`src/rtl/mem_port_arbiter.sv`:
```
// Two-requester arbiter (instruction fetch, data) onto one memory port with ack timeout.
// Optional macro ARB_ROUND_ROBIN_EN: alternate sides under contention instead of data-first priority.
module mem_port_arbiter #(
   parameter int ADDR_W      = 32,
   parameter int DATA_W      = 32,
   parameter int TIMEOUT_CYC = 15
) (
   input  logic              clk_i,
   input  logic              rst_i,
   input  logic              if_req_i,
   input  logic [ADDR_W-1:0] if_addr_i,
   output logic              if_gnt_o,
   output logic              if_valid_o,
   output logic [DATA_W-1:0] if_rdata_o,
   input  logic              dm_req_i,
   input  logic              dm_we_i,
   input  logic [ADDR_W-1:0] dm_addr_i,
   input  logic [DATA_W-1:0] dm_wdata_i,
   output logic              dm_gnt_o,
   output logic              dm_valid_o,
   output logic [DATA_W-1:0] dm_rdata_o,
   output logic              mem_req_o,
   output logic              mem_we_o,
   output logic [ADDR_W-1:0] mem_addr_o,
   output logic [DATA_W-1:0] mem_wdata_o,
   input  logic              mem_ack_i,
   input  logic [DATA_W-1:0] mem_rdata_i,
   output logic              err_o,
   output logic [1:0]        state_o
);

   // Handshake: a request is held until the one-cycle gnt; the matching valid pulse
   // (with err on timeout) closes it, and rdata holds until that side's next completion.
   typedef enum logic [1:0] {IDLE = 2'd0, BUSY_IF = 2'd1, BUSY_DM = 2'd2} state_t;

   localparam logic [7:0] LAST_CNT = 8'(TIMEOUT_CYC - 1);

   state_t     state;
   logic [7:0] wait_cnt;
   logic       pick_dm;

   assign state_o = state;

`ifdef ARB_ROUND_ROBIN_EN
   logic last_if;

   // Reset value 1 makes the data side win the first contended arbitration.
   always_ff @(posedge clk_i or posedge rst_i) begin
      if (rst_i)
         last_if <= 1'b1;
      else if (state == IDLE && (dm_req_i || if_req_i))
         last_if <= !pick_dm;
   end

   assign pick_dm = dm_req_i && (!if_req_i || last_if);
`else
   assign pick_dm = dm_req_i;
`endif

   always_ff @(posedge clk_i or posedge rst_i) begin
      if (rst_i) begin
         state       <= IDLE;
         wait_cnt    <= '0;
         if_gnt_o    <= 1'b0;
         if_valid_o  <= 1'b0;
         if_rdata_o  <= '0;
         dm_gnt_o    <= 1'b0;
         dm_valid_o  <= 1'b0;
         dm_rdata_o  <= '0;
         mem_req_o   <= 1'b0;
         mem_we_o    <= 1'b0;
         mem_addr_o  <= '0;
         mem_wdata_o <= '0;
         err_o       <= 1'b0;
      end else begin
         if_gnt_o   <= 1'b0;
         dm_gnt_o   <= 1'b0;
         if_valid_o <= 1'b0;
         dm_valid_o <= 1'b0;
         err_o      <= 1'b0;
         case (state)
            IDLE: begin
               wait_cnt <= '0;
               if (pick_dm) begin
                  state       <= BUSY_DM;
                  dm_gnt_o    <= 1'b1;
                  mem_req_o   <= 1'b1;
                  mem_we_o    <= dm_we_i;
                  mem_addr_o  <= dm_addr_i;
                  mem_wdata_o <= dm_wdata_i;
               end else if (if_req_i) begin
                  state       <= BUSY_IF;
                  if_gnt_o    <= 1'b1;
                  mem_req_o   <= 1'b1;
                  mem_we_o    <= 1'b0;
                  mem_addr_o  <= if_addr_i;
                  mem_wdata_o <= '0;
               end
            end
            BUSY_IF, BUSY_DM: begin
               // Ack takes precedence over a timeout landing on the same edge.
               if (mem_ack_i || wait_cnt == LAST_CNT) begin
                  state       <= IDLE;
                  wait_cnt    <= '0;
                  mem_req_o   <= 1'b0;
                  mem_we_o    <= 1'b0;
                  mem_addr_o  <= '0;
                  mem_wdata_o <= '0;
                  err_o       <= !mem_ack_i;
                  if (state == BUSY_IF) begin
                     if_valid_o <= 1'b1;
                     if_rdata_o <= mem_ack_i ? mem_rdata_i : '1;
                  end else begin
                     dm_valid_o <= 1'b1;
                     dm_rdata_o <= mem_ack_i ? (mem_we_o ? '0 : mem_rdata_i) : '1;
                  end
               end else begin
                  wait_cnt <= wait_cnt + 8'd1;
               end
            end
            default: state <= IDLE;
         endcase
      end
   end

endmodule

```
`config.mk`:
```
export PLATFORM = sky130hd
export DESIGN_NAME = mem_port_arbiter
export DESIGN_NICKNAME = d
export VERILOG_FILES = /design/src/rtl/mem_port_arbiter.sv
export SDC_FILE = /design/constraint.sdc
export NUM_CORES = 1
export LEC_CHECK = 0
export BUFFER_PORTS_ARGS = -buffer_cell sky130_fd_sc_hd__clkbuf_2
export CAP_MARGIN = 20
export CORE_AREA = 2 2 124 126
export DETAILED_ROUTE_END_ITERATION = 6
export DIE_AREA = 0 0 126 128
export MAX_ROUTING_LAYER = met4
export PLACE_DENSITY = 0.84
export SLEW_MARGIN = 20
export SYNTH_ARGS = -nofsm -noshare
export SYNTH_HDL_FRONTEND = slang
export SYNTH_SLANG_ARGS = --single-unit
export TNS_END_PERCENT = 100
```
`constraint.sdc`:
```
create_clock -name clk_i -period 4 [get_ports clk_i]
set_input_delay 0 -clock clk_i [delete_from_list [all_inputs] [get_ports clk_i]]
set_output_delay 0 -clock clk_i [all_outputs]
set_load 0.01 [all_outputs]
```
==> results.toml, run 1 <==
[outcome]
outcome = "completed"

[clocking]
cts.repair.resized = 0
clock_sinks = 145
clkTransAtPathRegs_ns = 0.06
tritoncts = "done"
h-tree-depth = 4
cts_buffer_depth = 2
insertion_delay_ns = 0.41
root_buffer = "clkbuf_16"
cts_made_buffers = 17
postCtsSetupBuffers = 0

[finish]
final_common_cell = "clkbuf_2"
nets = 1033
fill_cells = 1053
area_delta_synth_final_pct = 53.2
multi_input_area_sq_um = 2390
final-seq-area_sq_um = 3630
antennaDiodeCount = 0
final_cell_mix = "270 x clkbuf_2, 145 x dfrtp_1, 126 x dlygate4sd3_1, 39 x nand2_1, 39 x nor2_1"
drive_gt1_share_pct = 38.3

[place]
place_congestion = 0.767
place.detailed.hpwl_mm = 11.2
port_buffers = 270

[job]
maxCapViolCount = 0

[sta]
setup_viol = 0
rsz0062_at_grt = "false"
tightest_slew_ns = 0.914
hold_viol = 0
fmax_mhz = 404
period_share_pct = 61.9
final_max_slew_viol_count = 0
fin_crit_ns = 2.47
finalClockSkew_ns = 0.00758
setup_tns_ns = 0
relSlewSlack_pct = 39.1

[power_and_ir_drop]
p_total_mw = 6.79
ir_drop_uv = 341
p_per_area_nw_per_um2 = 711
p_leak_nw = 4.63

[setup_path]
end_kind = "register"
arrival_ns = 2.82
timing.rr.end = "mem_wdata_o[4]"
path_max_fanout = 49
path_class = "register to register"
slowest_delay_ns = 0.54
crit_buf_inv = 2
r2r_start = "state_o[0]"
path_cells = "inv_1 -> ha_1 -> nand2b_1 -> a21o_4 -> o221ai_4 -> buf_4 -> a22o_1"
slowest_stage = "buf_4"
crit_cells = 7
start_kind = "register"
reg2reg_depth = 7
cp.required_ns = 4.34
cpLargestDelayFamily = "compound AO/OA/AOI/OAI gates"
reg2reg_setup_slack_ns = 1.53

[synth]
ys_types = 41
synth_top_cell_by_area = "dfrtp_1"
ys.flop_type = "dfrtp_1"
synth_nets = 651
synth_top_area_share_pct = 58.2
synthCells = 512
async_flop_share_pct = 100
ys_seq_area_share_pct = 58.2
synth_seq_cells = 145
synth_edf_count = 0
ys.warnings.count = 0
syn_avg_cell_area_sq_um = 12.2
synth_area_leaders = "dfrtp_1 58%, a2bb2oi_2 7.0%, a22o_1 4.6%"
synthesis.area_sq_um = 6230

[grt]
grt_pass1_vias = 5825
grt_max_degree = 115
grt_antenna_before_repair = 0
gr-total-overflow = 0
groute.usage.overall_pct = 23.8
grt_pass1_wl_mm = 29.6

[routing]
drt-total-wl_mm = 18.9
antenna_left = 0
num_vias = 5755
drcViolationCount = 0
wl_per_cell_um = 17.2
viasPerCell = 5.26
drt_pass1_iterations = 5
drt-initial-drc-count = 237

[die]
dieArea_sq_um = 16100
rows = 45
fp.dieH_um = 128
die_x_um = 126
start_util_pct = 41.9
ios = 271
coreArea_sq_um = 14900

[hold_path]
worstHoldEndpoint = "mem_addr_o[24]"
holdCritStartpoint = "if_addr_i[24]"
hp-class = "primary input to register"
whs_path_depth = 5
routing by layer:
metal / track usage [%] / routed length, um
met5: - / 0
met4: 7.05 / 388
met3: 6.55 / 1330
met2: 40.7 / 9660
met1: 27.7 / 7470
metrics by stage:
stage / util (%) / area [sq um] / worst slack (ns) / std cells / hold WS, ns
after floorplan: - / 6230 / 0.105 / 512 / 0.126
after global placement: 51.8 / 7710 / 1.64 / 937 / 0.223
after detailed placement: 51.8 / 7710 / 1.54 / 937 / 0.230
after CTS: 64.2 / 9550 / 1.53 / 1095 / 0.0000743
after global routing: 64.3 / 9550 / 1.40 / 1095 / 0.0344
final: 64.3 / 9550 / 1.53 / 1095 / 0.0130
worst register-to-register path: cells and delay by family, from the launching register on:
family                     cells  cell delay, ns
AOI/OAI and AO/OA              3            0.69
and+or+nand+nor                1            0.16
buffers and inverters          2            0.61
adders and majority gates      1            0.51
DFF                            1            0.43
worst max path at each step:
| stage | start | endpoint | slack (ns) |
|---|---|---|---|
| finish | state_o[0] | mem_wdata_o[4] | 1.53 |
| global route | state_o[0] | mem_wdata_o[10] | 1.40 |
| CTS | state_o[0] | mem_wdata_o[10] | 1.53 |
| detailed placement | state_o[0] | mem_wdata_o[10] | 1.54 |
| global placement | state_o[0] | mem_wdata_o[0] | 1.64 |
| floorplan | rst_i | dm_gnt_o | 0.11 |
layout make-up:
type | count | share of cell area (%)
multi-input combinational | 319 | 25.0
tap | 188 | 2.46
timing repair buffer | 404 | 28.1
inverter | 7 | 0.354
clock inverter | 11 | 1.38
sequential | 145 | 38.0
clock buffer | 21 | 4.71
cell families after synthesis:
logic type	count (synthesis)	share of synthesized area (%)
xor gates and xnor gates	3	0.422
AOI/OAI and AO/OA	177	25.5
adders and majority gates	5	1.00
DFF	145	58.2
buffers and inverters	48	3.85
and+or+nand+nor	134	11.0
sequential cells by signal, summed over array words and instances, names as in the netlist:
name and count:
state_o 2, if_gnt_o 1, if_rdata_o 32, dm_rdata_o 32
dm_gnt_o 1, dm_valid_o 1, mem_addr_o 32, mem_we_o 1
mem_wdata_o 32, wait_cnt 8, if_valid_o 1, mem_req_o 1
err_o 1
synth_stat cells (all sizes together) (2+ instances only):
master	number
nand3	4
inv	7
a2bb2oi	32
a21o	2
and3b	3
o21ai	4
dfrtp	145
nand4b	2
nor2	41
a21oi	35
ha	5
nor4b	2
clkbuf	21
o221ai	2
nand4	2
nand2	39
a22oi	2
nand2b	35
xor2	3
buf	20
o22a	32
nor3b	2
o2bb2ai	31
a22o	33
power by group:
part           switching, mW  total (mW)  internal (mW)  leakage [nW]
clock                  0.608        1.55          0.941         0.286
combinational           1.45        2.79           1.34          2.55
sequential             0.409        2.45           2.05          1.79
total                   2.46        6.79           4.33          4.63
repair_timing:
action / 4_1_cts / 5_1_grt
setup endpoints to repair: 0 / 0
hold buffers: 126 / 0
hold endpoints to repair: 242 / 0
Note: power is estimated with default switching activity, not from simulation.
==> run 2: changes to the inputs <==
--- a/config.mk
+++ b/config.mk
@@ -5,13 +5,14 @@
 export SDC_FILE = /design/constraint.sdc
 export NUM_CORES = 1
 export LEC_CHECK = 0
+export ABC_AREA = 1
 export BUFFER_PORTS_ARGS = -buffer_cell sky130_fd_sc_hd__clkbuf_2
 export CAP_MARGIN = 20
-export CORE_AREA = 2 2 124 126
+export CORE_AREA = 2 2 123 125
 export DETAILED_ROUTE_END_ITERATION = 6
-export DIE_AREA = 0 0 126 128
+export DIE_AREA = 0 0 125 127
 export MAX_ROUTING_LAYER = met4
-export PLACE_DENSITY = 0.84
+export PLACE_DENSITY = 0.89
 export SLEW_MARGIN = 20
 export SYNTH_ARGS = -nofsm -noshare
 export SYNTH_HDL_FRONTEND = slang
==> constraint.sdc (replaced) <==
create_clock -name clk_i -period 2.35 [get_ports clk_i]
set_input_delay 0 -clock clk_i [delete_from_list [all_inputs] [get_ports clk_i]]
set_output_delay 0 -clock clk_i [all_outputs]
set_load 0.01 [all_outputs]
==> run 2 against run 1 <==
  * Synthesized cell count increased by 73%
  * Maximum frequency increased by 7.3%
  * Via count increased by 42%
  * Cell area increased by 9.4%
  * Wire length increased by 40%
  * Clock power increased by 83%
  * Clock-buffer cell count decreased by 1
  * Largest cell class unchanged
==> results.toml, run 2 <==
[outcome]
outcome = "completed"

[synth]
syn_avg_cell_area_sq_um = 8.06
synth_top_cell_by_area = "dfrtp_1"
async_flop_share_pct = 100
ys.flop_type = "dfrtp_1"
synth_seq_cells = 145
synth_most_common_cell = "nand2_1"
ys_seq_area_share_pct = 50.9
synthesis.area_sq_um = 7130
ys_types = 25
synth_edf_count = 0
yosys-top-cells-count = "345 x nand2_1, 145 x dfrtp_1, 102 x nand4_1, 49 x inv_1, 43 x nor2_1"
synthCells = 884
synth_top_area_share_pct = 50.9
synth_area_leaders = "dfrtp_1 51%, nand2_1 18%, nand4_1 9.0%"
synth_nets = 1023
ys.warnings.count = 0

[setup_path]
timing.rr.end = "mem_addr_o[20]"
path_max_fanout = 16
path_class = "register to register"
end_kind = "register"
reg2reg_setup_slack_ns = 0.04
start_kind = "register"
reg2reg_depth = 8
cp.required_ns = 2.65
r2r_start = "state_o[0]"
arrival_ns = 2.60

[die]
start_util_pct = 49.4
coreArea_sq_um = 14400
fp.dieH_um = 127
ios = 271
dieArea_sq_um = 15900
die_x_um = 125
rows = 44

[clocking]
h-tree-depth = 4
clkTransAtPathRegs_ns = 0.06
root_buffer = "clkbuf_16"
clock_sinks = 145
cts_buffer_depth = 2
insertion_delay_ns = 0.42
postCtsSetupBuffers = 0
cts_made_buffers = 17
tritoncts = "done"

[routing]
drt-total-wl_mm = 26.4
viasPerCell = 5.66
num_vias = 8187
drt-initial-drc-count = 811
drt_pass1_iterations = 6
wl_per_cell_um = 18.3
antenna_left = 0
drcViolationCount = 0

[hold_path]
whs_path_depth = 5
hp-class = "primary input to register"
holdCritStartpoint = "dm_wdata_i[1]"
worstHoldEndpoint = "mem_wdata_o[1]"

[sta]
setup_viol = 0
finalClockSkew_ns = 0.00982
rsz0062_at_grt = "false"
fin_crit_ns = 2.31
final_max_slew_viol_count = 0
whs_ns = 0.0133
relSlewSlack_pct = 52.0
setup_tns_ns = 0
hold_viol = 0
fmax_mhz = 434
tightest_slew_ns = 0.719
period_share_pct = 98.1

[power_and_ir_drop]
p_leak_nw = 5.67
p_per_area_nw_per_um2 = 1240
p_total_mw = 12.9
ir_drop_uv = 747

[place]
place_congestion = 0.869
place.detailed.hpwl_mm = 14.5
port_buffers = 270

[finish]
final_cell_mix = "345 x nand2_1, 270 x clkbuf_2, 145 x dfrtp_1, 127 x dlygate4sd3_1, 102 x nand4_1"
area_delta_synth_final_pct = 46.6
postLayoutCoreUtil_pct = 72.5
nets = 1388
antennaDiodeCount = 0
drive_gt1_share_pct = 29.2
multi_input_area_sq_um = 2950
fill_cells = 954
final_common_cell = "nand2_1"
final-seq-area_sq_um = 3630

[job]
maxCapViolCount = 0

[grt]
gr-total-overflow = 0
groute.usage.overall_pct = 33.8
grt_pass1_vias = 8127
grt_antenna_before_repair = 0
grt_pass1_wl_mm = 41.4
grt_max_degree = 67
run 2: cell count changes after synthesis, sizes merged, moves of 33 or more:
cell / before / now
nand2: 39 / 348
nand4: 2 / 102
inv: 7 / 52
nand2b: 35 / 0
a21oi: 35 / 1
a22o: 33 / 0
run 2: worst max-delay path by stage:
stage,to,slack (ns),startpoint,cells after the start
2_1_floorplan,dm_gnt_o,0.53,rst_i,1
3_3_place_gp,mem_req_o,0.56,state_o[0],9
3_5_place_dp,mem_wdata_o[27],0.45,state_o[0],9
4_1_cts,mem_addr_o[6],0.04,state_o[0],8
5_1_grt,mem_addr_o[20],0.02,state_o[0],8
6_report,mem_addr_o[20],0.04,state_o[0],8
run 2: power breakdown:
group | total [mW] | switching, mW | leakage [nW] | internal [mW]
Clock | 2.84 | 1.08 | 0.295 | 1.76
Combinational | 5.95 | 3.79 | 3.52 | 2.16
Sequential | 4.16 | 0.643 | 1.85 | 3.52
Total | 12.9 | 5.51 | 5.67 | 7.43
run 2: layout make-up:
| type | instances | area share (%) |
|---|---|---|
| clock inverters | 12 | 1.50 |
| repair inverters | 1 | 0.0598 |
| inverters | 52 | 1.95 |
| multi-input cells | 616 | 28.2 |
| well taps | 184 | 2.20 |
| flip-flops and latches | 145 | 34.7 |
| repair buffers | 416 | 26.9 |
| clock buffers | 20 | 4.46 |
run 2: kinds of logic (layout without fill, tap and decap cells):
| logic type | after synthesis | count (layout) | synth area share [%] |
|---|---|---|---|
| buffers and inverters | 123 | 501 | 8.02 |
| XOR/XNOR | 3 | 3 | 0.369 |
| flip-flops | 145 | 145 | 50.9 |
| adder cells (fa/ha/maj) | 5 | 5 | 0.878 |
| AO/OA/AOI/OAI | 69 | 69 | 6.00 |
| AND/OR/NAND/NOR | 539 | 539 | 33.8 |
run 2: layer usage:
layer  vias to the layer above  GRT usage [%]  share of wire [%]
met5                         -              -                  0
met4                         0           19.2                6.0
met1                      3801           39.1                 36
met2                       632           55.6                 49
met3                       137           6.87                9.0
li1                       3617              -                  -
run 2: stage by stage:
step	instances	setup WS [ns]	area, sq um
floorplan	884	0.531	7130
global placement	1286	0.560	8540
detailed placement	1286	0.450	8540
CTS	1445	0.0384	10400
global route	1446	0.0246	10500
finish	1446	0.0437	10500
run 2: worst max-delay path: stages, from the launching register on:
cell and delay (ns):
dfrtp_1 0.42, inv_1 0.10, ha_4 0.31, inv_1 0.09
nand3_2 0.18, clkinv_4 0.18, o211ai_1 0.15, dlygate4sd3_1 0.63
nand2_1 0.11
run 2: what timing repair did:
action                                 in CTS  in global routing
endpoints found under the hold margin     147                  0
resized for setup                           0                  6
hold buffers                              127                  0
setup endpoints to repair                   0                 32
